--- src/rtl/fifo_2c_pop_reader.sv ---
// Destination-domain reader for the dual-clock FIFO pop port: drains words into a
// 2-entry skid buffer, presents them as a valid/ready stream and sequences clears.
module fifo_2c_pop_reader #(
  parameter int width       = 8,
  parameter int cnt_width   = 16,
  parameter int clr_timeout = 255
) (
  input  logic                 clk_d,
  input  logic                 rst_d,
  input  logic                 init_d,
  input  logic                 fifo_empty_d,
  input  logic [width-1:0]     fifo_data_d,
  input  logic                 fifo_error_d,
  input  logic                 fifo_clr_in_prog_d,
  input  logic                 fifo_clr_cmplt_d,
  output logic                 fifo_pop_d_n,
  output logic                 fifo_clr_d,
  output logic                 m_valid,
  output logic [width-1:0]     m_data,
  input  logic                 m_ready,
  input  logic                 clr_req,
  output logic                 clr_busy,
  output logic                 clr_done,
  output logic [cnt_width-1:0] pop_cnt,
  input  logic                 err_clr,
  output logic                 err_sticky,
  output logic [1:0]           dbg_state
);

  typedef enum logic [1:0] {
    RUN        = 2'd0,
    CLR_ASSERT = 2'd1,
    CLR_WAIT   = 2'd2
  } state_t;

  localparam logic [16:0] TMO_LIM = 17'(clr_timeout);

  state_t           state, state_nxt;
  logic [1:0]       occ;
  logic [width-1:0] buf0, buf1;
  logic [15:0]      tmo_cnt;
  logic [16:0]      tmo_inc;
  logic             pop, consume, timeout_hit, cmplt_hit;

  // Stream handshake: a word transfers on any rising edge where m_valid && m_ready;
  // m_valid never depends on m_ready and m_data is stable while m_valid && !m_ready.
  assign m_valid   = (occ != 2'd0);
  assign m_data    = buf0;
  assign consume   = m_valid && m_ready;
  assign clr_busy  = (state != RUN);
  assign dbg_state = state;
  assign tmo_inc   = {1'b0, tmo_cnt} + 17'd1;

  // Pop looks only at registered state and FIFO status so m_ready never reaches pop_d_n.
  assign pop = (state == RUN) && !clr_req && !fifo_empty_d && !fifo_clr_in_prog_d &&
               (occ != 2'd2) && !init_d;
  assign fifo_pop_d_n = rst_d || !pop;

  always_comb begin
    state_nxt   = state;
    fifo_clr_d  = 1'b0;
    timeout_hit = 1'b0;
    cmplt_hit   = 1'b0;
    case (state)
      RUN: begin
        if (clr_req) state_nxt = CLR_ASSERT;
      end
      CLR_ASSERT: begin
        fifo_clr_d = 1'b1;
        state_nxt  = CLR_WAIT;
      end
      CLR_WAIT: begin
        if (fifo_clr_cmplt_d) begin
          cmplt_hit = 1'b1;
          state_nxt = RUN;
        end else if (tmo_inc >= TMO_LIM) begin
          timeout_hit = 1'b1;
          state_nxt   = RUN;
        end
      end
      default: state_nxt = RUN;
    endcase
  end

  always_ff @(posedge clk_d or posedge rst_d) begin
    if (rst_d) begin
      state      <= RUN;
      occ        <= 2'd0;
      buf0       <= '0;
      buf1       <= '0;
      tmo_cnt    <= '0;
      clr_done   <= 1'b0;
      pop_cnt    <= '0;
      err_sticky <= 1'b0;
    end else if (init_d) begin
      state      <= RUN;
      occ        <= 2'd0;
      buf0       <= '0;
      buf1       <= '0;
      tmo_cnt    <= '0;
      clr_done   <= 1'b0;
      pop_cnt    <= '0;
      err_sticky <= 1'b0;
    end else begin
      state    <= state_nxt;
      clr_done <= cmplt_hit;

      if (state == RUN && state_nxt == CLR_ASSERT) tmo_cnt <= '0;
      else if (state == CLR_WAIT) tmo_cnt <= tmo_cnt + 16'd1;

      if (fifo_error_d || timeout_hit) err_sticky <= 1'b1;
      else if (err_clr) err_sticky <= 1'b0;

      if (cmplt_hit) pop_cnt <= '0;
      else if (pop) pop_cnt <= pop_cnt + cnt_width'(1);

      // The flush overrides any handshake that happens in the same cycle.
      if (state == CLR_ASSERT) begin
        occ  <= 2'd0;
        buf0 <= '0;
        buf1 <= '0;
      end else begin
        case ({pop, consume})
          2'b10: begin
            if (occ == 2'd0) buf0 <= fifo_data_d;
            else buf1 <= fifo_data_d;
            occ <= occ + 2'd1;
          end
          2'b01: begin
            if (occ == 2'd2) buf0 <= buf1;
            occ <= occ - 2'd1;
          end
          2'b11: buf0 <= fifo_data_d;
          default: ;
        endcase
      end
    end
  end

endmodule

--- config.mk ---
export PLATFORM = sky130hd
export DESIGN_NAME = fifo_2c_pop_reader
export DESIGN_NICKNAME = d
export VERILOG_FILES = /design/src/rtl/fifo_2c_pop_reader.sv
export SDC_FILE = /design/constraint.sdc
export NUM_CORES = 1
export LEC_CHECK = 0
export CORE_MARGIN = 2
export CORE_UTILIZATION = 45
export CTS_CLUSTER_DIAMETER = 40
export DETAILED_ROUTE_END_ITERATION = 10
export GPL_ROUTABILITY_DRIVEN = 0
export PLACE_DENSITY = 0.69
export SYNTH_ARGS = -nofsm -noshare
export SYNTH_HDL_FRONTEND = slang
export SYNTH_SLANG_ARGS = --single-unit
--- constraint.sdc ---
create_clock -name clk_d -period 3.28 [get_ports clk_d]
set_input_delay 0.492 -clock clk_d [delete_from_list [all_inputs] [get_ports clk_d]]
set_output_delay 0.492 -clock clk_d [all_outputs]
set_load 0.05 [all_outputs]
==> flow_summary.toml <==
[pwr]
power.leakage_nw = 1.543
total_power_mw = 1.297
powerDensity_nw_per_um2 = 360.3
vdd_drop_max_mv = 0.2373

[final_layout]
drive_gt1_share_pct = 6.593
synthToLayoutAreaGrowth_pct = 21.96
post-route-util_pct = 56.69
nets = 387
n_antenna_cell = 0
stdcell_count = 441

[floorplan]
dieArea_um2 = 7223
initial_core_util_pct = 46.48
core_area_um2 = 6350
pin_count = 50
die_w_um = 84.99
rows = 29
die_h_um = 84.99

[synth]
synthesis.area_um2 = 2952
synthesis.nets = 343
synth-edff-count = 0
ys_types = 48
synth-seq-area-share_pct = 45.78
ys_ff_latch = 54
yosys-top-cells-area = "dfrtp_1 (46%), nor2_1 (6.6%), mux2i_1 (5.4%)"
syn_area_per_cell_um2 = 9.253
ys.flop_type = "dfrtp_1"
netlist_top_cells_count = "dfrtp_1 (54), nor2_1 (52), nand2_1 (26)"
synth.top_cell.area_share_pct = 45.78
yosysTopAreaCell = "dfrtp_1"
yosys_warnings = 0
async_flop_share_pct = 100.0
synthCells = 319
synth.most_common_cell = "dfrtp_1"

[critical_path]
worst-setup-path-type = "primary input to flip-flop"
crit_path_max_incr_delay_ns = 0.43
path_delay_family = "simple AND/OR/NAND/NOR gates"
critPathMaxFanout = 16
worst_path_max_delay_cell = "clkdlybuf4s50_1"
worstPathArrival_ns = 2.88
startpoint_type = "primary input"
path_cells = "clkdlybuf4s50_1 > nor3_1 > and3_1 > and2b_1 > inv_2 > ha_1 > a21oi_1 > nor2_1 > a21oi_2 > buf_4 > nor2_1 > a211oi_1"
cp.required_ns = 3.48
critPathMostFrequentCell = "nor2_1"
cp.buffers_inverters = 3
cp-end-kind = "flip-flop"

[placement]
io_buffers = 49
placed_cells = 433
dpl.hpwl_um = 4554

[route]
vias_per_cell = 5.329
drtPass1Iterations = 4
routed_wl_um = 6248
num_vias = 2350
drtAntennaViolNets = 0
wl_per_cell_um = 14.17
drc = 0
drt_iter0_drc = 130

[sta]
relSlewSlack_pct = 55.07
fmax_ghz = 0.3736
period_share_pct = 81.60
drv_slew = 0
rsz0062_at_grt = "false"
skew_ns = 0.005354
worst_slew_pin_slew_ns = 0.6739
period_minus_slack_ns = 2.677
setup_viol = 0
finalHoldViolCount = 0
finalSetupTns_ns = 0
hold_slack_ns = 0.5317

[grt]
grt.overflow.total = 0
grt_pass1_wl_um = 11000
antenna_found_initial = 0
grt_max_degree = 55
grt_usage_pct = 18.72
grt_pass1_vias = 2259

[clocking]
clkSlewWorstSetupHoldPaths_ns = 0.10
cts.sinks = 54
cts_inserted_buffers = 5
ctsHoldBuffers = 0
cts_root_buf = "clkbuf_8"
cts.repair.resized = 0
htree_levels = 2
clock_latency_ns = 0.30
cts_tree = "done"
clockBufferDepth = 2
postCtsSetupBuffers = 0

[outcome]
status = "completed"

[run]
max_cap_violations = 0

[min_path]
hp-class = "flip-flop to flip-flop"
==> metrics by stage <==
stage	area (µm²)	setup slack [ns]
finish	3600	0.6035
global route	3600	0.3392
CTS	3600	0.5812
detailed placement	3493	0.2411
global placement	3493	0.4182
floorplan	2952	0.4487
==> routing by layer <==
metal,track usage (%),vias to the layer above,part of all wire (%)
met3,3.210,9,3.8
met4,5.772,0,1.1
met5,0,-,0
met2,27.41,56,44
li1,-,1192,-
met1,28.29,1093,51
==> placed cells by master, fill, tap and decap left out, types with 2 or more instances in the layout <==
master	instances
o21ai_0	19
a21o_1	2
o21ai_1	3
or2_1	2
nor4_1	3
or3_1	2
inv_1	8
buf_4	7
nand3_1	15
ha_1	6
nor2_1	52
inv_2	2
mux2i_1	16
a31oi_1	3
clkdlybuf4s50_1	48
o31ai_1	4
dfrtp_1	54
nand4_1	6
nand2_1	26
a211oi_1	10
and3_1	6
a21oi_1	7
clkbuf_1	2
nor3_1	8
xnor2_1	10
xor2_1	13
clkbuf_8	5
nand2b_1	5
==> power by group <==
part | internal (mW) | total (mW) | leakage [nW] | switching [mW]
Sequential | 0.675 | 0.685 | 0.750 | 0.00937
Clock | 0.229 | 0.443 | 0.0524 | 0.214
Combinational | 0.0619 | 0.169 | 0.741 | 0.107
Total | 0.966 | 1.30 | 1.54 | 0.331
==> path summary, 6_finish.rpt <==
kind / slack, ns / from / cells after the start / end
worst min-delay path: 0.53 / pop_cnt[11] / 1 / pop_cnt[11]
worst min register to register: 0.53 / pop_cnt[11] / 1 / pop_cnt[11]
max in group asynchronous: 2.11 / rst_d / 3 / tmo_cnt[4]
min in group asynchronous: 0.73 / rst_d / 3 / buf1[7]
worst max-delay path: 0.60 / clr_req / 12 / m_data[4]
worst max register to register: 0.80 / dbg_state[0] / 11 / m_data[4]
==> logic make-up after synthesis <==
group                    Yosys count  share of synthesized area [%]
AO/OA/AOI/OAI                     56                          12.00
XOR/XNOR                          24                          7.758
buffers and inverters             28                          4.239
multiplexers                      16                          5.426
flip-flops                        54                          45.78
AND/OR/NAND/NOR                  135                          22.26
adder cells (fa/ha/maj)            6                          2.543
==> worst reg2reg max path: cells and delay by family, from the launching register on <==
kind / cells / cell delay [ns]
adders and majority gates: 1 / 0.33
and+or+nand+nor: 5 / 0.81
buffers and inverters: 2 / 0.33
DFF: 1 / 0.44
AOI/OAI and AO/OA: 3 / 0.47
==> state kept, by name, indices dropped and copies added, names as in the netlist <==
signal	count
buf1	8
clr_done	1
dbg_state	2
err_sticky	1
m_data	8
occ	2
pop_cnt	16
tmo_cnt	16
==> layout make-up <==
| class | count | area (µm²) |
|---|---|---|
| clock buffers | 7 | 76.32 |
| clock inverters | 1 | 30.03 |
| fillers | 564 | 2750 |
| inverters | 10 | 37.54 |
| multi-input cells | 237 | 1475 |
| flip-flops and latches | 54 | 1351 |
| well taps | 77 | 96.34 |
| repair buffers | 55 | 533.0 |
No activity file was read; power rests on OpenSTA's default activity.
